==> config.mk <==
export PLATFORM = sky130hd
export DESIGN_NAME = coin_sensor_frontend
export DESIGN_NICKNAME = d
export VERILOG_FILES = /design/src/rtl/vend_pkg.sv /design/src/rtl/coin_debounce.sv /design/src/rtl/coin_sensor_frontend.sv
export SDC_FILE = /design/constraint.sdc
export NUM_CORES = 1
export LEC_CHECK = 0
export CAP_MARGIN = 25
export CORE_ASPECT_RATIO = 0.7
export CORE_MARGIN = 1.5
export CORE_UTILIZATION = 56
export CTS_BUF_LIST = sky130_fd_sc_hd__clkbuf_8
export DETAILED_ROUTE_END_ITERATION = 10
export PLACE_DENSITY = 0.78
export SLEW_MARGIN = 10
export SYNTH_ARGS = -nofsm -noshare
export SYNTH_HDL_FRONTEND = slang
export SYNTH_SLANG_ARGS = --single-unit
==> constraint.sdc <==
create_clock -name clock -period 2.48 [get_ports clock]
set_input_delay 0.496 -clock clock [delete_from_list [all_inputs] [get_ports clock]]
set_output_delay 0.496 -clock clock [all_outputs]
set_load 0.05 [all_outputs]
==> src/rtl/vend_pkg.sv <==
// Coin codes and classifier state encoding shared by the sensor frontend and the vending FSM.
package vend_pkg;

  typedef logic [1:0] coin_t;

  localparam coin_t COIN_NONE   = 2'b00;
  localparam coin_t COIN_NICKEL = 2'b01;
  localparam coin_t COIN_DIME   = 2'b10;

  typedef enum logic [2:0] {
    ST_IDLE,
    ST_NICKEL,
    ST_DIME,
    ST_BAD,
    ST_GAP
  } cls_state_e;

  localparam int unsigned REJECT_CNT_W = 8;

endpackage

==> src/rtl/coin_debounce.sv <==
// Two-flop synchroniser plus debounce filter for one raw coin sensor.
// The filtered level flips after DEBOUNCE_CYCLES consecutive disagreeing samples.
module coin_debounce #(
  parameter int unsigned DEBOUNCE_CYCLES = 16
) (
  input  logic clock,
  input  logic reset,
  input  logic sense_i,
  output logic level_o,
  output logic rise_o,
  output logic fall_o
);

  localparam int unsigned CNT_W = $clog2(DEBOUNCE_CYCLES + 1);

  logic             sync1_q, sync2_q;
  logic             level_q, level_d;
  logic             rise_q, fall_q;
  logic [CNT_W-1:0] cnt_q, cnt_d;

  always_comb begin
    level_d = level_q;
    cnt_d   = '0;
    if (sync2_q != level_q) begin
      if (cnt_q == CNT_W'(DEBOUNCE_CYCLES - 1)) begin
        level_d = sync2_q;
      end else begin
        cnt_d = cnt_q + 1'b1;
      end
    end
  end

  always_ff @(posedge clock) begin
    if (reset) begin
      sync1_q <= 1'b0;
      sync2_q <= 1'b0;
      level_q <= 1'b0;
      cnt_q   <= '0;
      rise_q  <= 1'b0;
      fall_q  <= 1'b0;
    end else begin
      sync1_q <= sense_i;
      sync2_q <= sync1_q;
      level_q <= level_d;
      cnt_q   <= cnt_d;
      rise_q  <= level_d & ~level_q;
      fall_q  <= ~level_d & level_q;
    end
  end

  assign level_o = level_q;
  assign rise_o  = rise_q;
  assign fall_o  = fall_q;

endmodule

==> src/rtl/coin_sensor_frontend.sv <==
// Debounces nickel/dime sensors, classifies coins and queues them for the vending FSM.
// Optional saturating reject counter enabled by defining COIN_REJECT_CNT_EN.
module coin_sensor_frontend
  import vend_pkg::*;
#(
  parameter int unsigned DEBOUNCE_CYCLES = 16,
  parameter int unsigned GAP_CYCLES      = 8,
  parameter int unsigned FIFO_DEPTH      = 4
) (
  input  logic       clock,
  input  logic       reset,
  input  logic       nickel_sense,
  input  logic       dime_sense,
  input  logic       vend_busy,
  output logic [1:0] coin,
  output logic       coin_return,
  output logic       fifo_full
`ifdef COIN_REJECT_CNT_EN
  ,
  output logic [REJECT_CNT_W-1:0] reject_count
`endif
);

  localparam int unsigned PTR_W = $clog2(FIFO_DEPTH);
  localparam int unsigned OCC_W = PTR_W + 1;
  localparam int unsigned GAP_W = $clog2(GAP_CYCLES + 1);

  logic n_lvl, n_rise, n_fall;
  logic d_lvl, d_rise, d_fall;

  coin_debounce #(.DEBOUNCE_CYCLES(DEBOUNCE_CYCLES)) u_nickel_db (
    .clock   (clock),
    .reset   (reset),
    .sense_i (nickel_sense),
    .level_o (n_lvl),
    .rise_o  (n_rise),
    .fall_o  (n_fall)
  );

  coin_debounce #(.DEBOUNCE_CYCLES(DEBOUNCE_CYCLES)) u_dime_db (
    .clock   (clock),
    .reset   (reset),
    .sense_i (dime_sense),
    .level_o (d_lvl),
    .rise_o  (d_rise),
    .fall_o  (d_fall)
  );

  cls_state_e       state_q, state_d;
  logic [GAP_W-1:0] gap_cnt_q, gap_cnt_d;
  logic             push_req;
  coin_t            push_code;
  logic             fsm_reject;

  always_ff @(posedge clock) begin
    if (reset) begin
      state_q   <= ST_IDLE;
      gap_cnt_q <= '0;
    end else begin
      state_q   <= state_d;
      gap_cnt_q <= gap_cnt_d;
    end
  end

  always_comb begin
    state_d   = state_q;
    gap_cnt_d = gap_cnt_q;
    case (state_q)
      ST_IDLE: begin
        if (n_rise && d_rise)  state_d = ST_BAD;
        else if (n_rise)       state_d = d_lvl ? ST_BAD : ST_NICKEL;
        else if (d_rise)       state_d = n_lvl ? ST_BAD : ST_DIME;
      end
      ST_NICKEL: begin
        if (d_rise) begin
          state_d = ST_BAD;
        end else if (n_fall) begin
          state_d   = ST_GAP;
          gap_cnt_d = '0;
        end
      end
      ST_DIME: begin
        if (n_rise) begin
          state_d = ST_BAD;
        end else if (d_fall) begin
          state_d   = ST_GAP;
          gap_cnt_d = '0;
        end
      end
      ST_BAD: begin
        if (!n_lvl && !d_lvl) begin
          state_d   = ST_GAP;
          gap_cnt_d = '0;
        end
      end
      ST_GAP: begin
        // A new coin arriving too early restarts the quiet window.
        if (n_rise || d_rise)                          gap_cnt_d = '0;
        else if (gap_cnt_q == GAP_W'(GAP_CYCLES - 1))  state_d   = ST_IDLE;
        else                                           gap_cnt_d = gap_cnt_q + 1'b1;
      end
      default: state_d = ST_IDLE;
    endcase
  end

  always_comb begin
    push_req   = 1'b0;
    push_code  = COIN_NONE;
    fsm_reject = 1'b0;
    case (state_q)
      ST_NICKEL: if (!d_rise && n_fall) begin
        push_req  = 1'b1;
        push_code = COIN_NICKEL;
      end
      ST_DIME: if (!n_rise && d_fall) begin
        push_req  = 1'b1;
        push_code = COIN_DIME;
      end
      ST_BAD:  fsm_reject = !n_lvl && !d_lvl;
      ST_GAP:  fsm_reject = n_rise || d_rise;
      default: ;
    endcase
  end

  coin_t            fifo_mem_q [FIFO_DEPTH];
  logic [PTR_W-1:0] wr_ptr_q, rd_ptr_q;
  logic [OCC_W-1:0] occ_q, occ_d;
  logic             full_q, ret_q;
  logic             issue, at_cap, push_en, drop, reject;

  assign issue   = (occ_q != '0) && !vend_busy;
  assign at_cap  = (occ_q == OCC_W'(FIFO_DEPTH));
  // A full queue still accepts a push when the head leaves in the same cycle.
  assign push_en = push_req && (!at_cap || issue);
  assign drop    = push_req && at_cap && !issue;
  assign reject  = fsm_reject || drop;
  assign occ_d   = occ_q + OCC_W'(push_en) - OCC_W'(issue);

  always_ff @(posedge clock) begin
    if (reset) begin
      wr_ptr_q <= '0;
      rd_ptr_q <= '0;
      occ_q    <= '0;
      full_q   <= 1'b0;
      ret_q    <= 1'b0;
    end else begin
      if (push_en) wr_ptr_q <= wr_ptr_q + 1'b1;
      if (issue)   rd_ptr_q <= rd_ptr_q + 1'b1;
      occ_q  <= occ_d;
      full_q <= (occ_d == OCC_W'(FIFO_DEPTH));
      ret_q  <= reject;
    end
  end

  always_ff @(posedge clock) begin
    if (push_en) fifo_mem_q[wr_ptr_q] <= push_code;
  end

  assign coin        = issue ? fifo_mem_q[rd_ptr_q] : COIN_NONE;
  assign coin_return = ret_q;
  assign fifo_full   = full_q;

`ifdef COIN_REJECT_CNT_EN
  logic [REJECT_CNT_W-1:0] rej_cnt_q;

  always_ff @(posedge clock) begin
    if (reset) begin
      rej_cnt_q <= '0;
    end else if (reject && (rej_cnt_q != '1)) begin
      rej_cnt_q <= rej_cnt_q + 1'b1;
    end
  end

  assign reject_count = rej_cnt_q;
`endif

endmodule
; Word level (Yosys, flattened, before mapping)
; Memories as Yosys holds them, arrays and structs flattened. A register that Yosys moved wholly into a read port is not among the register bits.
; Cells that the tools add are included.
[word_totals]
register_bits = 36
ramBits = 8
inputBits = 5
output_inout_bits = 4
wordCells = 121
mem_count = 1
[classes]
addsub = 7
eq_ne = 22
muxes = 37
bitwise = 10
n_reduce_logical = 25
[mem_list]
columns = name, words, width, rd, rd_clocked_by_memory_dff, write_ports, line
row1 = fifo_mem_q, 4, 2, 1, 1, 1, coin_sensor_frontend.sv:125  ; coin_t fifo_mem_q [FIFO_DEPTH];
[ops]
columns = op, count
row1 = two-way mux 3 bit, 10
row2 = two-way mux 4 bit, 7
row3 = case mux 4 bit (4 select lines), 1
row4 = case mux 3 bit (5 select lines), 1
row5 = "adder 5 x 1 -> 5 bit, second input constant", 2
row6 = "equality test 5 x 4 -> 1 bit, second input constant", 2
row7 = two-way mux 1 bit, 10
row8 = two-way mux 2 bit, 5
row9 = "inequality test 2 bit, second input constant", 5
row10 = "equality test 3 bit, second input constant", 3
row11 = logical AND 1 bit, 8
row12 = zero test 1 bit, 7
row13 = AND reduction 7 bit, 1
row14 = "equality test 3 x 2 -> 1 bit, second input constant", 2
row15 = "inequality test 3 x 1 -> 1 bit, second input constant", 2
row16 = inverter 1 bit, 6
row17 = AND reduction 6 bit, 1
row18 = OR reduction 3 bit, 2
row19 = "adder 2 x 1 -> 2 bit, second input constant", 2
row20 = "adder 4 x 1 -> 4 bit, second input constant", 1
row21 = AND 1 bit, 4
row22 = "equality test 4 x 3 -> 1 bit, second input constant", 1
row23 = "inequality test 2 x 1 -> 1 bit, second input constant", 2
row24 = "inequality test 4 x 2 -> 1 bit, second input constant", 1
row25 = other kinds (11), 15

; Logic depth before layout (Yosys ltp)
[depth]
ltp_word = 8
mapped_depth = 12
depth_no_buf = 11

; Cells and area by module
; From an unflattened synthesis, not the netlist that was laid out.
[hier_totals]
cells_unflattened = 196
hier_area_um2 = 2083.2
[modules_own_cells]
columns = mod, instances, cells_per_inst, area_per_inst_um2, seq_area_each_um2
row1 = coin_sensor_frontend, 1, 134, 1400.1, 600.6
row2 = coin_debounce, 2, 31, 341.6, 200.2

; Least setup slack after synthesis
; Ideal clock, no wire load.
[synth_path]
path_kind = reg-to-reg
from = reg state_q[1]
to = reg full_q, in the netlist fifo_full
setup_ns = 0.092
arrival_time_ns = 2.443
required_time_ns = 2.388
path_slack_ns = -0.055
path_stages_with_launch = 13
path_buffers = 1
synth_period_minus_slack_ns = 2.535
cell_sequence = dfxtp_1 -> buf_2 -> nor2_1 -> a32oi_1 -> a31oi_1 -> inv_1 -> ha_1 -> inv_1 -> ha_1 -> fa_1 -> xnor2_1 -> xnor2_1 -> nor4_1
[synth_via]
elab_chain_cells = 6
word_cells_on_any_way = 7
cone_classes = add/sub (2) / eq/ne (3) / mux (1) / reduce/logical (1)
[synth_lines]
columns = item, line
row1 = "start, declared", coin_sensor_frontend.sv:49  ; cls_state_e state_q, state_d;
row2 = "start signal, assigned", coin_sensor_frontend.sv:60  ; state_q <= state_d;
row3 = equality test 3 x 2 -> 1 bit / equality test 3 x 1 -> 1 bit (equally long branches), coin_sensor_frontend.sv:110  ; case (state_q)
row4 = case mux 1 bit (2 select lines) (*), coin_sensor_frontend.sv:110
row5 = logical AND 1 bit (*), coin_sensor_frontend.sv:134  ; assign push_en = push_req && (!at_cap || issue);
row6 = adder 3 x 1 -> 3 bit (*), coin_sensor_frontend.sv:137  ; assign occ_d = occ_q + OCC_W'(push_en) - OCC_W'(issue);
row7 = subtractor 3 x 1 -> 3 bit (*), coin_sensor_frontend.sv:137
row8 = equality test 3 bit (*), coin_sensor_frontend.sv:150  ; full_q <= (occ_d == OCC_W'(FIFO_DEPTH));
row9 = "end signal, assigned", coin_sensor_frontend.sv:150
row10 = "end, declared", coin_sensor_frontend.sv:128  ; logic full_q, ret_q;
; Every way passes the cells marked *; elsewhere a longest branch is shown, timed or not.
; A chain may end at the register's enable or synchronous reset.

; Worst setup path after layout
[layout_path]
from = reg state_q[0]
to = reg full_q, in the netlist fifo_full
; Same word-level chain as after synthesis.

==> results.sh <==
export IMPL_worstReg2RegStart="state_q[0]$_SDFFE_PP0P_"
export IMPL_floorplan_die_area_um2=3900
export IMPL_die_height_um=52.7
export IMPL_critical_path_max_stage_delay_ns=0.38
export IMPL_insertion_delay_ns=0.29
export IMPL_arrival_ns=2.61
export IMPL_most_common_layout_cells="sky130_fd_sc_hd__dfxtp_1, sky130_fd_sc_hd__nor2_1, sky130_fd_sc_hd__inv_1"
export IMPL_slew_viol_final=0
export IMPL_synth_warning_count=0
export IMPL_holdPathStages=1
export IMPL_worst_setup_path_start_kind="flop"
export IMPL_synth_seq_cells=46
export IMPL_synth_seq_area_share=0.507
export IMPL_cell_types_occupying_the_most_area_after_synthesis="sky130_fd_sc_hd__dfxtp_1, sky130_fd_sc_hd__edfxtp_1, sky130_fd_sc_hd__ha_1"
export IMPL_buffer_ports_inserted=8
export IMPL_placement_cell_area_um2=2200
export IMPL_maxClockFrequency_mhz=416
export IMPL_finish_utilization=0.714
export IMPL_cell_type_with_the_largest_total_area_after_synthesis="sky130_fd_sc_hd__dfxtp_1"
export IMPL_synth_edff_count=8
export IMPL_setup_viol=0
export IMPL_grt_overflow_total=0
export IMPL_areaGrowthSynthToFinish_pct=17.5
export IMPL_path_max_fanout=7
export IMPL_status="finished, final reports clean"
export IMPL_min_delay_start="u_nickel_db.sync1_q$_SDFF_PP0_"
export IMPL_p_leak_nw=0.900
export IMPL_antenna_diode_count=0
export IMPL_clock_root_buffer="sky130_fd_sc_hd__clkbuf_8"
export IMPL_ff2ff_setup_slack_ns=0.07
export IMPL_grt_setup_unrepaired="yes"
export IMPL_hold_path_endpoint="u_nickel_db.sync2_q$_SDFF_PP0_"
export IMPL_cts_tree="built"
export IMPL_rows=17
export IMPL_globalplace_congestion=0.810
export IMPL_final_setup_skew_ns=0.00554
export IMPL_chipWidth_um=74.0
export IMPL_power_switching_share=0.251
export IMPL_fin_ws_ns=0.0740
export IMPL_worst_max_slew_pin_slew_ns=0.494
export IMPL_worstSetupStartpoint="state_q[0]$_SDFFE_PP0P_"
export IMPL_top_level_ports=9
export IMPL_maxCapViolations=0
export IMPL_hp_class="reg2reg"
export IMPL_yosys_most_used_dff="sky130_fd_sc_hd__dfxtp_1"
export IMPL_clock_power_share=0.337
export IMPL_clock_buffers_created_by_tritoncts=5
export IMPL_grt_first_pass_wirelength_mm=6.38
export IMPL_r2r_end="fifo_full$_SDFF_PP0_"
export IMPL_fraction_of_layout_cells_with_a_size_suffix_above_1=0.144
export IMPL_place_inst=255
export IMPL_detailroute_via_count=1377
export IMPL_clock_sinks=46
export IMPL_hpwlAfterDp_mm=2.77
export IMPL_synth_net_count=209
export IMPL_grtUsageTotal=0.223
export IMPL_slew_margin_rel=0.670
export IMPL_instances_no_fill=263
export IMPL_vdd_drop_max_mv=0.547
export IMPL_postLayoutCellArea_um2=2320
export IMPL_layout_cells_most_common="sky130_fd_sc_hd__dfxtp_1"
export IMPL_grt_antenna_before_repair=0
export IMPL_post_cts_hold_buffer_count=0
export IMPL_mean_instance_size_in_the_synthesized_netlist_um2=10.3
export IMPL_p_seq_frac=0.520
export IMPL_cp_data_required_time_ns=2.68
export IMPL_cts_buffer_depth=2
export IMPL_cells_along_the_critical_path="nor3_2 -> a32oi_1 -> a31oi_2 -> inv_1 -> ha_1 -> inv_1 -> ha_1 -> fa_1 -> xnor2_1 -> xnor2_1 -> nor4_1"
export IMPL_detail_route_wirelength_mm=3.68
export IMPL_route_detailed_drc=0
export IMPL_initial_core_util=0.607
export IMPL_drt_pass1_iterations=4
export IMPL_maximum_number_of_pins_on_one_net_before_global_route_repair=16
export IMPL_core_region_area_um2=3250
export IMPL_end_kind="flop"
export IMPL_final_power_mw=1.63
export IMPL_p_comb_frac=0.144
export IMPL_period_minus_slack_ns=2.41
export IMPL_fin_crit_sh=0.970
export IMPL_timing_critical_path_slowest_stage_cell="sky130_fd_sc_hd__fa_1"
export IMPL_power_density_nw_per_um2=702
export IMPL_via_count_of_the_first_global_routing_pass=1394
export IMPL_synthesis_instances=192
export IMPL_async_reset_ff_frac=0
export IMPL_yosysUniqueCellTypes=42
export IMPL_synthesis_area_um2=1980
export IMPL_netlist_area_leader_share=0.385
export IMPL_ctsHtreeMaxLevel=2
export IMPL_criticalPathCategory="reg2reg"
export IMPL_drt_iter0_drc=86
export IMPL_p_int_mw=1.22
export IMPL_reg2regPathDepth=11
export IMPL_cts_reportedPaths_clkPinSlew_ns=0.08
export IMPL_layout_nets=232
export IMPL_pre_cts_ws_ns=-0.147
export IMPL_finalHoldViolCount=0
export IMPL_total_switching_power_mw=0.409
export IMPL_final_antenna_net_count=0
export IMPL_drt_vias_per_instance=5.24
export IMPL_post_drt_wl_per_cell_um=14.0
==> worst max path at each step <==
stage / endpoint / slack, ns / cells past startpoint
2_1_floorplan: fifo_full$_SDFF_PP0_ / 0.04 / 12
3_3_place_gp: fifo_full$_SDFF_PP0_ / -0.04 / 10
3_5_place_dp: fifo_full$_SDFF_PP0_ / -0.15 / 10
4_1_cts: fifo_full$_SDFF_PP0_ / 0.007 / 11
5_1_grt: fifo_full$_SDFF_PP0_ / -0.09 / 11
6_report: fifo_full$_SDFF_PP0_ / 0.07 / 11
==> timing repair <==
action / in CTS / in global routing
setup buffers: 0 / 0
gates resized for setup: 1 / 1
endpoints found under the setup margin: 1 / 2
==> worst max-delay path: cells and delay by family (launching register included) <==
family / cells / cell delay, ns
compound gates: 2 / 0.32
xor+xnor: 2 / 0.29
fa+ha+maj: 3 / 0.84
buf+inv: 2 / 0.11
flops: 1 / 0.36
simple gates: 2 / 0.41
==> sequential cells by signal, summed over array words and instances (netlist names), named ones only <==
| register | cells |
|---|---|
| coin_return | 1 |
| fifo_full | 1 |
| fifo_mem_q | 8 |
| gap_cnt_q | 4 |
| occ_q | 3 |
| rd_ptr_q | 2 |
| state_q | 3 |
| u_dime_db.cnt_q | 5 |
| u_dime_db.fall_o | 1 |
| u_dime_db.level_o | 1 |
| u_dime_db.rise_o | 1 |
| u_dime_db.sync1_q | 1 |
| u_dime_db.sync2_q | 1 |
| u_nickel_db.cnt_q | 5 |
| u_nickel_db.fall_o | 1 |
| u_nickel_db.level_o | 1 |
| u_nickel_db.rise_o | 1 |
| u_nickel_db.sync1_q | 1 |
| u_nickel_db.sync2_q | 1 |
| wr_ptr_q | 2 |
==> cells in the mapped netlist, drive strengths merged, types with 2 or more instances <==
master and number:
nor2b 7, xor2 3, nor3 5, o21ai 4
a31oi 4, xnor2 8, dfxtp 38, nor2 26
and3 3, nor4b 2, o211ai 2, buf 3
edfxtp 8, a21oi 6, or3 4, inv 14
mux4 2, and2 8, nand3 7, ha 11
mux2i 4, nand2 7
==> metrics by stage <==
stage          TNS, ns  hold WS [ns]
2_1_floorplan        0         0.414
3_3_place_gp   -0.0628         0.420
3_5_place_dp    -0.264         0.432
4_1_cts              0         0.453
5_1_grt        -0.0862         0.460
6_report             0         0.449
==> layout make-up <==
type                       instances  area, um^2
tap                               47        58.8
sequential                        46        1000
multi-input combinational        128         906
clock inverter                     3        43.8
timing repair buffer              20         190
inverter                          14        52.6
clock buffer                       5        68.8
fill                             256         932
==> layer usage <==
metal / vias to the layer above / global-route usage / wire [um]
met5: - / 0 / 0
met4: 0 / 0.0679 / 31
met3: 5 / 0.0519 / 129
met2: 25 / 0.381 / 1820
met1: 645 / 0.280 / 1700
li1: 702 / - / -
==> power by group through the flow <==
stage | Clock, mW | Sequential (mW) | Combinational, mW
after floorplan | 0 | 0.864 | 0.163
after global placement | 0 | 0.860 | 0.215
after detailed placement | 0 | 0.863 | 0.233
after CTS | 0.560 | 0.847 | 0.235
after global routing | 0.593 | 0.852 | 0.259
final | 0.549 | 0.848 | 0.234
==> logic make-up after synthesis <==
kind of cell,share of synthesized area
buf+inv,0.0405
simple gates,0.214
mux,0.0431
xor+xnor,0.0488
compound gates,0.0671
fa+ha+maj,0.0798
flops,0.507
No activity file was read; power rests on OpenSTA's default activity.
